===== config.mk =====
export PLATFORM = sky130hd
export DESIGN_NAME = dither_gen_lfsr
export DESIGN_NICKNAME = d
export VERILOG_FILES = /design/src/rtl/dither_gen_lfsr.sv
export SDC_FILE = /design/constraint.sdc
export NUM_CORES = 1
export LEC_CHECK = 0
export CAP_MARGIN = 15
export CORE_AREA = 10 10 67 80
export CTS_CLUSTER_SIZE = 12
export DETAILED_ROUTE_END_ITERATION = 7
export DIE_AREA = 0 0 77 90
export PLACE_DENSITY = 0.84
export SYNTH_ARGS = -nofsm -noshare
export SYNTH_HDL_FRONTEND = slang
export SYNTH_SLANG_ARGS = --single-unit

===== constraint.sdc =====
create_clock -name clk -period 2.2 [get_ports clk]
set_clock_uncertainty 0.2 [all_clocks]
set_input_delay 0.44 -clock clk [delete_from_list [all_inputs] [get_ports clk]]
set_output_delay 0.44 -clock clk [all_outputs]
set_load 0.03 [all_outputs]

===== src/rtl/dither_gen_lfsr.sv =====
// Pseudo-random dither source for the DAC digital path.
// A Fibonacci LFSR with run-time seed load and zero-state protection feeds
// one of four output shapes: off, binary +/-1, uniform (RPDF) or triangular
// (TPDF). The registered sample can be attenuated by an arithmetic right
// shift, and a one-cycle valid strobe follows every sample-rate enable.
module dither_gen_lfsr #(
    parameter int                LFSR_W = 24,
    parameter logic [LFSR_W-1:0] TAPS   = 24'hE10000,
    parameter logic [LFSR_W-1:0] SEED   = 24'h000001,
    parameter int                OUT_W  = 4
) (
    input  logic                    clk,
    input  logic                    rst,
    input  logic                    clk_en,
    input  logic [1:0]              mode,
    input  logic [2:0]              amp,
    input  logic                    seed_load,
    input  logic [LFSR_W-1:0]       seed,
    output logic signed [OUT_W-1:0] dither,
    output logic                    dither_valid,
    output logic                    seed_fault
);

    // Width of each uniform random field taken from the LFSR state.
    localparam int UW = OUT_W - 1;

    typedef enum logic [1:0] {
        MODE_OFF    = 2'b00,
        MODE_BINARY = 2'b01,
        MODE_RPDF   = 2'b10,
        MODE_TPDF   = 2'b11
    } mode_e;

    logic [LFSR_W-1:0]       lfsr;
    logic                    fb;
    logic [2:0]              amp_sh;
    logic signed [OUT_W-1:0] ua_ext;
    logic signed [OUT_W-1:0] ub_ext;
    logic signed [OUT_W-1:0] sample;

    // Feedback bit: parity of the tapped state bits.
    assign fb = ^(lfsr & TAPS);

    // Two signed fields of the current state, sign-extended to the output width.
    assign ua_ext = {{(OUT_W-UW){lfsr[UW-1]}},   lfsr[UW-1:0]};
    assign ub_ext = {{(OUT_W-UW){lfsr[2*UW-1]}}, lfsr[2*UW-1:UW]};

    // Clamp the attenuation so a full-scale shift never exceeds the sign bit.
    always_comb begin
        // NOTE: every always_comb output gets a default first so no path can
        // leave it unassigned and infer a latch.
        amp_sh = amp;
        if (int'(amp) >= OUT_W) begin
            amp_sh = 3'(OUT_W - 1);
        end
    end

    // Shape the next dither sample from the pre-advance LFSR state.
    always_comb begin
        sample = '0;
        case (mode_e'(mode))
            MODE_OFF:    sample = '0;
            MODE_BINARY: sample = lfsr[LFSR_W-1] ? '1 : OUT_W'(1);
            MODE_RPDF:   sample = ua_ext >>> amp_sh;
            MODE_TPDF:   sample = (ua_ext + ub_ext) >>> amp_sh;
            default:     sample = '0;
        endcase
    end

    // LFSR advance, seed load, zero-state recovery and output register.
    always_ff @(posedge clk) begin
        if (rst) begin
            lfsr         <= SEED;
            dither       <= '0;
            dither_valid <= 1'b0;
            seed_fault   <= 1'b0;
        end else begin
            // NOTE: sequential state uses non-blocking assignments; the strobe
            // defaults below are safely overridden by later assignments in the
            // same block because only the last scheduled update takes effect.
            dither_valid <= 1'b0;
            seed_fault   <= 1'b0;
            if (seed_load) begin
                // A zero seed would lock the LFSR, so fall back to SEED.
                if (seed == '0) begin
                    lfsr       <= SEED;
                    seed_fault <= 1'b1;
                end else begin
                    lfsr <= seed;
                end
            end else if (clk_en) begin
                dither_valid <= 1'b1;
                if (lfsr == '0) begin
                    lfsr       <= SEED;
                    dither     <= '0;
                    seed_fault <= 1'b1;
                end else begin
                    lfsr   <= {lfsr[LFSR_W-2:0], fb};
                    dither <= sample;
                end
            end
        end
    end

endmodule


# == After elaboration in Yosys (flattened, before gate mapping) ==
# Cells that the tools add are included.
# classes
addsub,1
n_lt_le_gt_ge,1
n_eq_ne,3
n_shift,2
mux,13
n_bitwise,1
reduce_logical,7
# ops
operator,n
24-bit 2-to-1 mux,4
24-bit logical NOT,2
24-bit XOR reduction,1
4-bit case mux with 4 select lines,1
4-bit 2-to-1 mux,2
1-bit 2-to-1 mux,5
3-bit by 3-bit adder with 4-bit output,1
"2-bit == test, second input constant",2
3-bit by 3-bit >>> shifter with 4-bit output,1
4-bit by 3-bit >>> shifter with 4-bit output,1
"3-bit greater-or-equal comparator, second input constant",1
3-bit 2-to-1 mux,1
"2-bit by 1-bit == test with 1-bit output, second input constant",1
2-bit logical NOT,1
2-bit AND reduction,1
2-bit nonzero test,1
2-bit OR reduction,1
1-bit inverter,1
# totals
regBits,30
inputBits,33
output_inout_bits,6

# == Longest topological paths before layout ==
# Gate-level depths: netlist (run 1).
# logic_depth
word_depth,5
mapped_depth,7
ltp_nobuf,7

# == Least setup slack after synthesis (run 1) ==
# Ideal clock, no wire load.
# synth_timing
kind,reg-to-reg
startpoint,register lfsr[0]
endpoint,register dither[1]
setup_time_ns,0.132
t_arrival_ns,1.857
required_ns,1.868
slack_ns,0.011
path_stages_with_launch,8
period_less_slack_ns,2.189
cell_sequence,dfxtp_1 -> ha_1 -> fa_1 -> xor2_1 -> mux4_2 -> and3_1 -> o21bai_1 -> a21oi_1
# synth_via
elab_chain_cells,4
# synth_rtl
element,line,source
from (decl),34,logic [LFSR_W-1:0] lfsr;
from (signal assigned),98,"lfsr <= {lfsr[LFSR_W-2:0], fb};"
3-bit by 3-bit adder with 4-bit output,65,MODE_TPDF: sample = (ua_ext + ub_ext) >>> amp_sh;
4-bit by 3-bit >>> shifter with 4-bit output,65,
4-bit case mux with 4 select lines,61,case (mode_e'(mode))
4-bit 2-to-1 mux (*),93,if (lfsr == '0) begin
to (signal assigned),99,dither <= sample;
to (decl),19,"output logic signed [OUT_W-1:0] dither,"
# Mark *: on every way between the ends. The rest lies on a longest branch, timed or not.
# A chain may end at the register's enable or synchronous reset.

# == Final worst setup path (run 1) ==
# layout_timing
startpoint,register lfsr[3]
endpoint,register dither[1]
# Same word-level chain as after synthesis.

==> impl_metrics.tcl, run 1 <==
set metrics [dict create \
    totalWireLength_um 4470 \
    clk_latency_ns 0.28 \
    final-seq-area_um2 603 \
    h-tree-depth 2 \
    postLayoutCoreUtil 0.596 \
    synth_top_area_share 0.370 \
    async_reset_ff_frac 0 \
    final_max_slew_viol_count 0 \
    globalRouteMet1Util 0.135 \
    cellLeakagePower_nw 0.860 \
    die-area_um2 6930 \
    grt_max_degree 33 \
    core-area_um2 3850 \
    drt_iter0_markers 79 \
    overflow 0 \
    rsz0062_at_grt "true" \
    fmax_ghz 0.461 \
    drv_cap 0 \
    synthFlopType "dfxtp_1" \
    io-pin-count 39 \
    syn_avg_cell_area_um2 8.64 \
    std_cell_rows 25 \
    ys_warn_count 0 \
    critPathMaxFanout 2 \
    initial_core_util 0.422 \
    status "completed" \
    synth_area_um2 1620 \
    drive_above_1_share 0.155 \
    cts_setup_buffers 0 \
    n_fill_cell 351 \
    stdcell_area_um2 2290 \
    routedWlPerCell_um 15.3 \
    synth_top_cell_by_area "dfxtp_1" \
    met3_usage 0.0438 \
    dp_slack_ns -0.0605 \
    die_h_um 90 \
    busiest_layer "met2" \
    multi_input_area_um2 992 \
    nets 276 \
    cts.clk_slew.worst_paths_ns 0.07 \
    cts_root_buffer "clkbuf_8" \
    reg2reg_slack_ns 0.03 \
    grt_pass1_vias 1753 \
    setup_tns_ns 0 \
    firstDrtPassIters 4 \
    synth-seq-cells 30 \
    setup_violations 0 \
    hp-class "reg -> reg" \
    setup_slack_ns 0.0326 \
    required_ns 2.17 \
    synthTopCellsByArea "dfxtp_1 (37%), nor2_1 (8.6%), a221oi_1 (7.6%)" \
    grt_pass1_wl_um 7600 \
    slew_headroom 0.750 \
    arrival_ns 2.14 \
    drcViolationCount 0 \
    synthesis.nets 226 \
    cts_buffer_depth 2 \
    use_met2 0.232 \
    num_vias 1640 \
    synthTopCellsByCount "nor2_1 (37), dfxtp_1 (30), a221oi_1 (14), nor3b_1 (14), a21oi_1 (13)" \
    place_area_um2 2150 \
    fin_cells 293 \
    ant_nets 0 \
    synth-edff-count 0 \
    gp_congestion 0.864 \
    diodes 0 \
    track_usage 0.129 \
    cp-start-kind "register" \
    dieWidth_um 77 \
    post-route-period-util 0.985 \
    grt_antenna_before_repair 0 \
    hpwl_um 3330 \
    hold_viol_final 0 \
    ir_drop_mv 0.610 \
    period_needed_ns 2.17 \
    synth_cell_types 37 \
    vias_per_cell 5.60 \
    syn_inst 188 \
    end_kind "register" \
    post-synth-top-count-cell "nor2_1" \
    cts_tree "built" \
    place_inst 285 \
    area_growth_pct 41.3 \
    power_density_nw_per_um2 626 \
    clkSinkCount 30 \
    path_class "reg -> reg" \
    cts_buffers 5 \
    worst_slew_pin_slew_ns 0.372 \
    yosysSeqAreaShare 0.370 \
    port_buffers 38 \
]
## layout make-up
cell class	instances	share of cell area
Clock inverter	3	0.0174
Multi-Input combinational cell	143	0.432
Timing Repair Buffer	56	0.225
Tap cell	54	0.0294
Clock buffer	5	0.0300
Sequential cell	30	0.263
Inverter	2	0.00327
## registers in the layout (all words and copies together) (netlist names)
| name | count |
|---|---|
| dither_valid | 1 |
| dither | 4 |
| seed_fault | 1 |
| lfsr | 24 |
## kinds of logic (layout without fill, tap and decap cells)
| family | after synthesis | in the layout | share of synthesized area |
|---|---|---|---|
| compound gates | 43 | 43 | 0.186 |
| xor+xnor | 3 | 3 | 0.0162 |
| fa+ha+maj | 5 | 5 | 0.0431 |
| buf+inv | 15 | 66 | 0.0378 |
| flops | 30 | 30 | 0.370 |
| mux | 11 | 11 | 0.0855 |
| simple gates | 81 | 81 | 0.261 |
## layer usage
metal  wire [µm]  vias up
met4          51        0
met1        1900      778
li1            -      807
met2        2300       49
met3         214        6
met5           0        -
## final timing paths
kind	start	end	cells past startpoint
setup / recovery	lfsr[3]$_SDFFE_PP0P_	dither[1]$_SDFFE_PP0P_	7
hold / removal	dither[1]$_SDFFE_PP0P_	dither[1]$_SDFFE_PP0P_	2
setup reg to reg	lfsr[3]$_SDFFE_PP0P_	dither[1]$_SDFFE_PP0P_	7
hold reg to reg	dither[1]$_SDFFE_PP0P_	dither[1]$_SDFFE_PP0P_	2
## cells in the final DEF (no fill, tap or decap), types with 4 or more instances in the layout
cell,instances
clkdlybuf4s50_1,38
nor3b_1,14
a221oi_1,14
a21oi_1,13
mux2i_1,9
dfxtp_1,28
clkbuf_8,5
buf_4,18
a211oi_1,4
nor2_1,37
nor3_1,5
nor4_1,8
## critical path, cell delays in order, from the launching register on
cell and delay (ns):
dfxtp_2 0.34, ha_4 0.16, fa_2 0.33, xor2_1 0.18
mux4_2 0.47, and3_4 0.19, o21bai_1 0.12, a21oi_1 0.08
## metrics by stage
| stage | power (mW) | hold WS [ns] |
|---|---|---|
| 6_report | 1.44 | 0.264 |
| 5_1_grt | 1.50 | 0.294 |
| 4_1_cts | 1.44 | 0.271 |
| 3_5_place_dp | 0.894 | 0.262 |
| 3_3_place_gp | 0.889 | 0.249 |
| 2_1_floorplan | 0.760 | 0.292 |
## power by group
part / total (mW) / leakage (nW) / switching, mW / internal, mW
Clock: 0.542 / 0.0579 / 0.209 / 0.333
Combinational: 0.295 / 0.555 / 0.134 / 0.160
Sequential: 0.600 / 0.247 / 0.0246 / 0.575
## timing repair
item / in CTS / in global routing
endpoints found under the setup margin: 1 / 3
pin swaps: 0 / 2
resized for setup: 2 / 6
hold buffers: 0 / 0
No activity file was read; power rests on OpenSTA's default activity.
==> run 2: changes to the inputs <==
--- a/config.mk
+++ b/config.mk
@@ -5,8 +5,8 @@
 export SDC_FILE = /design/constraint.sdc
 export NUM_CORES = 1
 export LEC_CHECK = 0
-export CAP_MARGIN = 15
 export CORE_AREA = 10 10 67 80
+export CTS_CLUSTER_DIAMETER = 100
 export CTS_CLUSTER_SIZE = 12
 export DETAILED_ROUTE_END_ITERATION = 7
 export DIE_AREA = 0 0 77 90
==> results of run 2 <==
The final DEF is identical to that of run 1; final timing and power are the same.
==> run 3: changes to the inputs <==
--- a/config.mk
+++ b/config.mk
@@ -5,11 +5,11 @@
 export SDC_FILE = /design/constraint.sdc
 export NUM_CORES = 1
 export LEC_CHECK = 0
-export CORE_AREA = 10 10 67 80
+export CORE_AREA = 5 5 62 75
 export CTS_CLUSTER_DIAMETER = 100
-export CTS_CLUSTER_SIZE = 12
+export CTS_CLUSTER_SIZE = 40
 export DETAILED_ROUTE_END_ITERATION = 7
-export DIE_AREA = 0 0 77 90
+export DIE_AREA = 0 0 67 80
 export PLACE_DENSITY = 0.84
 export SYNTH_ARGS = -nofsm -noshare
 export SYNTH_HDL_FRONTEND = slang
==> run 3 against run 2 <==
  * Die area fell by 23%
  * Flip-flop and latch count did not move
  * Total power decreased by 9.0%
  * Combinational power is essentially flat
==> impl_metrics.tcl, run 3 (synthesized netlist as in run 1, its figures left out) <==
set metrics [dict create \
    holdBufCountCts 0 \
    layout_common_cells "clkdlybuf4s50_1 (38), nor2_1 (37), dfxtp_1 (26)" \
    die_h_um 80 \
    nets 275 \
    drv_cap 0 \
    clk_latency_ns 0.29 \
    post-route-period-util 0.999 \
    cts_buffers 5 \
    status "completed" \
    gp_congestion 0.853 \
    period_needed_ns 2.20 \
    cts_tree "built" \
    clkPwrFrac 0.314 \
    worst_slew_pin_slew_ns 0.435 \
    reg2reg_slack_ns 0.001 \
    port_buffers 38 \
    drive_above_1_share 0.148 \
    ir_drop_mv 0.344 \
    swShare 0.271 \
    slew_headroom 0.707 \
    multi_input_area_um2 995 \
    fmax_ghz 0.455 \
    switchingPower_mw 0.354 \
    final-seq-area_um2 606 \
    setup_tns_ns 0 \
    cts_buffer_depth 2 \
    ant_nets 0 \
    routedWlPerCell_um 14.9 \
    reg_top3 "lfsr: 24 flops, dither: 4 flops" \
    diodes 0 \
    cell_internal_pwr_mw 0.953 \
    fin_worst_hold_slack_ns 0.264 \
    std_cell_rows 25 \
    path_class "reg -> reg" \
    num_vias 1648 \
    firstDrtPassIters 5 \
    vias_per_cell 5.66 \
    arrival_ns 2.16 \
    dieWidth_um 67 \
    hpwl_um 3300 \
    comb_power_share 0.225 \
    io-pin-count 39 \
    cts_setup_buffers 0 \
    cp-start-kind "register" \
    initial_core_util 0.422 \
    largest_reg_flops 24 \
    h-tree-depth 2 \
    p_seq_frac 0.461 \
    grt_antenna_before_repair 0 \
    final_common_cell "clkdlybuf4s50_1" \
    track_usage 0.171 \
    final_max_slew_viol_count 0 \
    grt_pass1_wl_um 6930 \
    power.total_mw 1.31 \
    power_density_nw_per_um2 578 \
    rsz0062_at_grt "true" \
    cts_root_buffer "clkbuf_8" \
    core-area_um2 3850 \
    critPathMaxFanout 2 \
    required_ns 2.16 \
    totalWireLength_um 4340 \
    end_kind "register" \
    cts.clk_slew.worst_paths_ns 0.06 \
    hold_viol_final 0 \
    top_register "lfsr" \
    drt_iter0_markers 70 \
    overflow 0 \
    grt_pass1_vias 1575 \
    hp-class "reg -> reg" \
    die-area_um2 5360 \
    area_growth_pct 39.1 \
    clkSinkCount 30 \
    n_fill_cell 346 \
    grt_max_degree 27 \
    postLayoutCoreUtil 0.587 \
    cellLeakagePower_nw 0.834 \
    setup_violations 0 \
    drcViolationCount 0 \
]
run 3: cell types whose count changed in the layout (fill, tap and decap cells not counted), sizes merged:
cell / previous run / this run
buf: 18 / 17
bufinv: 1 / 0
clkinv: 2 / 0
clkbuf: 5 / 7
run 3: final cells by class:
type	instances	area share
timing repair buffer	55	0.225
tap	54	0.0299
sequential	30	0.268
clock buffer	7	0.0338
multi-input combinational	143	0.440
inverter	2	0.00332
run 3: what timing repair did:
item | 4_1_cts | 5_1_grt
gates resized for setup | 7 | 3
pin swaps | 6 | 2
endpoints found under the setup margin | 2 | 3
run 3: worst paths after layout:
kind                                  to  cells past startpoint                   start
setup reg to reg  dither[1]$_SDFFE_PP0P_                      7    lfsr[3]$_SDFFE_PP0P_
hold reg to reg   dither[1]$_SDFFE_PP0P_                      2  dither[1]$_SDFFE_PP0P_
hold / removal    dither[1]$_SDFFE_PP0P_                      2  dither[1]$_SDFFE_PP0P_
setup / recovery  dither[1]$_SDFFE_PP0P_                      7    lfsr[3]$_SDFFE_PP0P_
run 3: power groups by stage:
stage               sequential [mW]  clock, mW  combinational (mW)
global placement              0.609          0               0.278
CTS                           0.601      0.421               0.292
detailed placement            0.611          0               0.285
floorplan                     0.614          0               0.146
finish                        0.602      0.410               0.294
global route                  0.606      0.439               0.319
run 3: per-layer routing:
layer,wire length [µm],track usage,part of all wire,vias to the layer above
met2,2140,0.298,0.49,57
met5,0,0,0,-
li1,-,-,-,797
met3,268,0.0535,0.062,11
met4,111,0.0872,0.026,0
met1,1810,0.180,0.42,783
run 3: metrics by stage:
step	setup slack (ns)	area [µm²]	std cells
detailed placement	-0.0924	2150	284
global route	-0.101	2260	291
CTS	-0.0154	2250	291
global placement	-0.00761	2150	284
floorplan	0.0112	1620	188
finish	0.00150	2260	291
run 3: worst max-delay path, cell delays in order (launching register included):
cell	delay, ns
dfxtp_2	0.34
ha_4	0.16
fa_2	0.37
xor2_2	0.16
mux4_2	0.48
and3_4	0.16
o21bai_1	0.13
a21oi_1	0.08
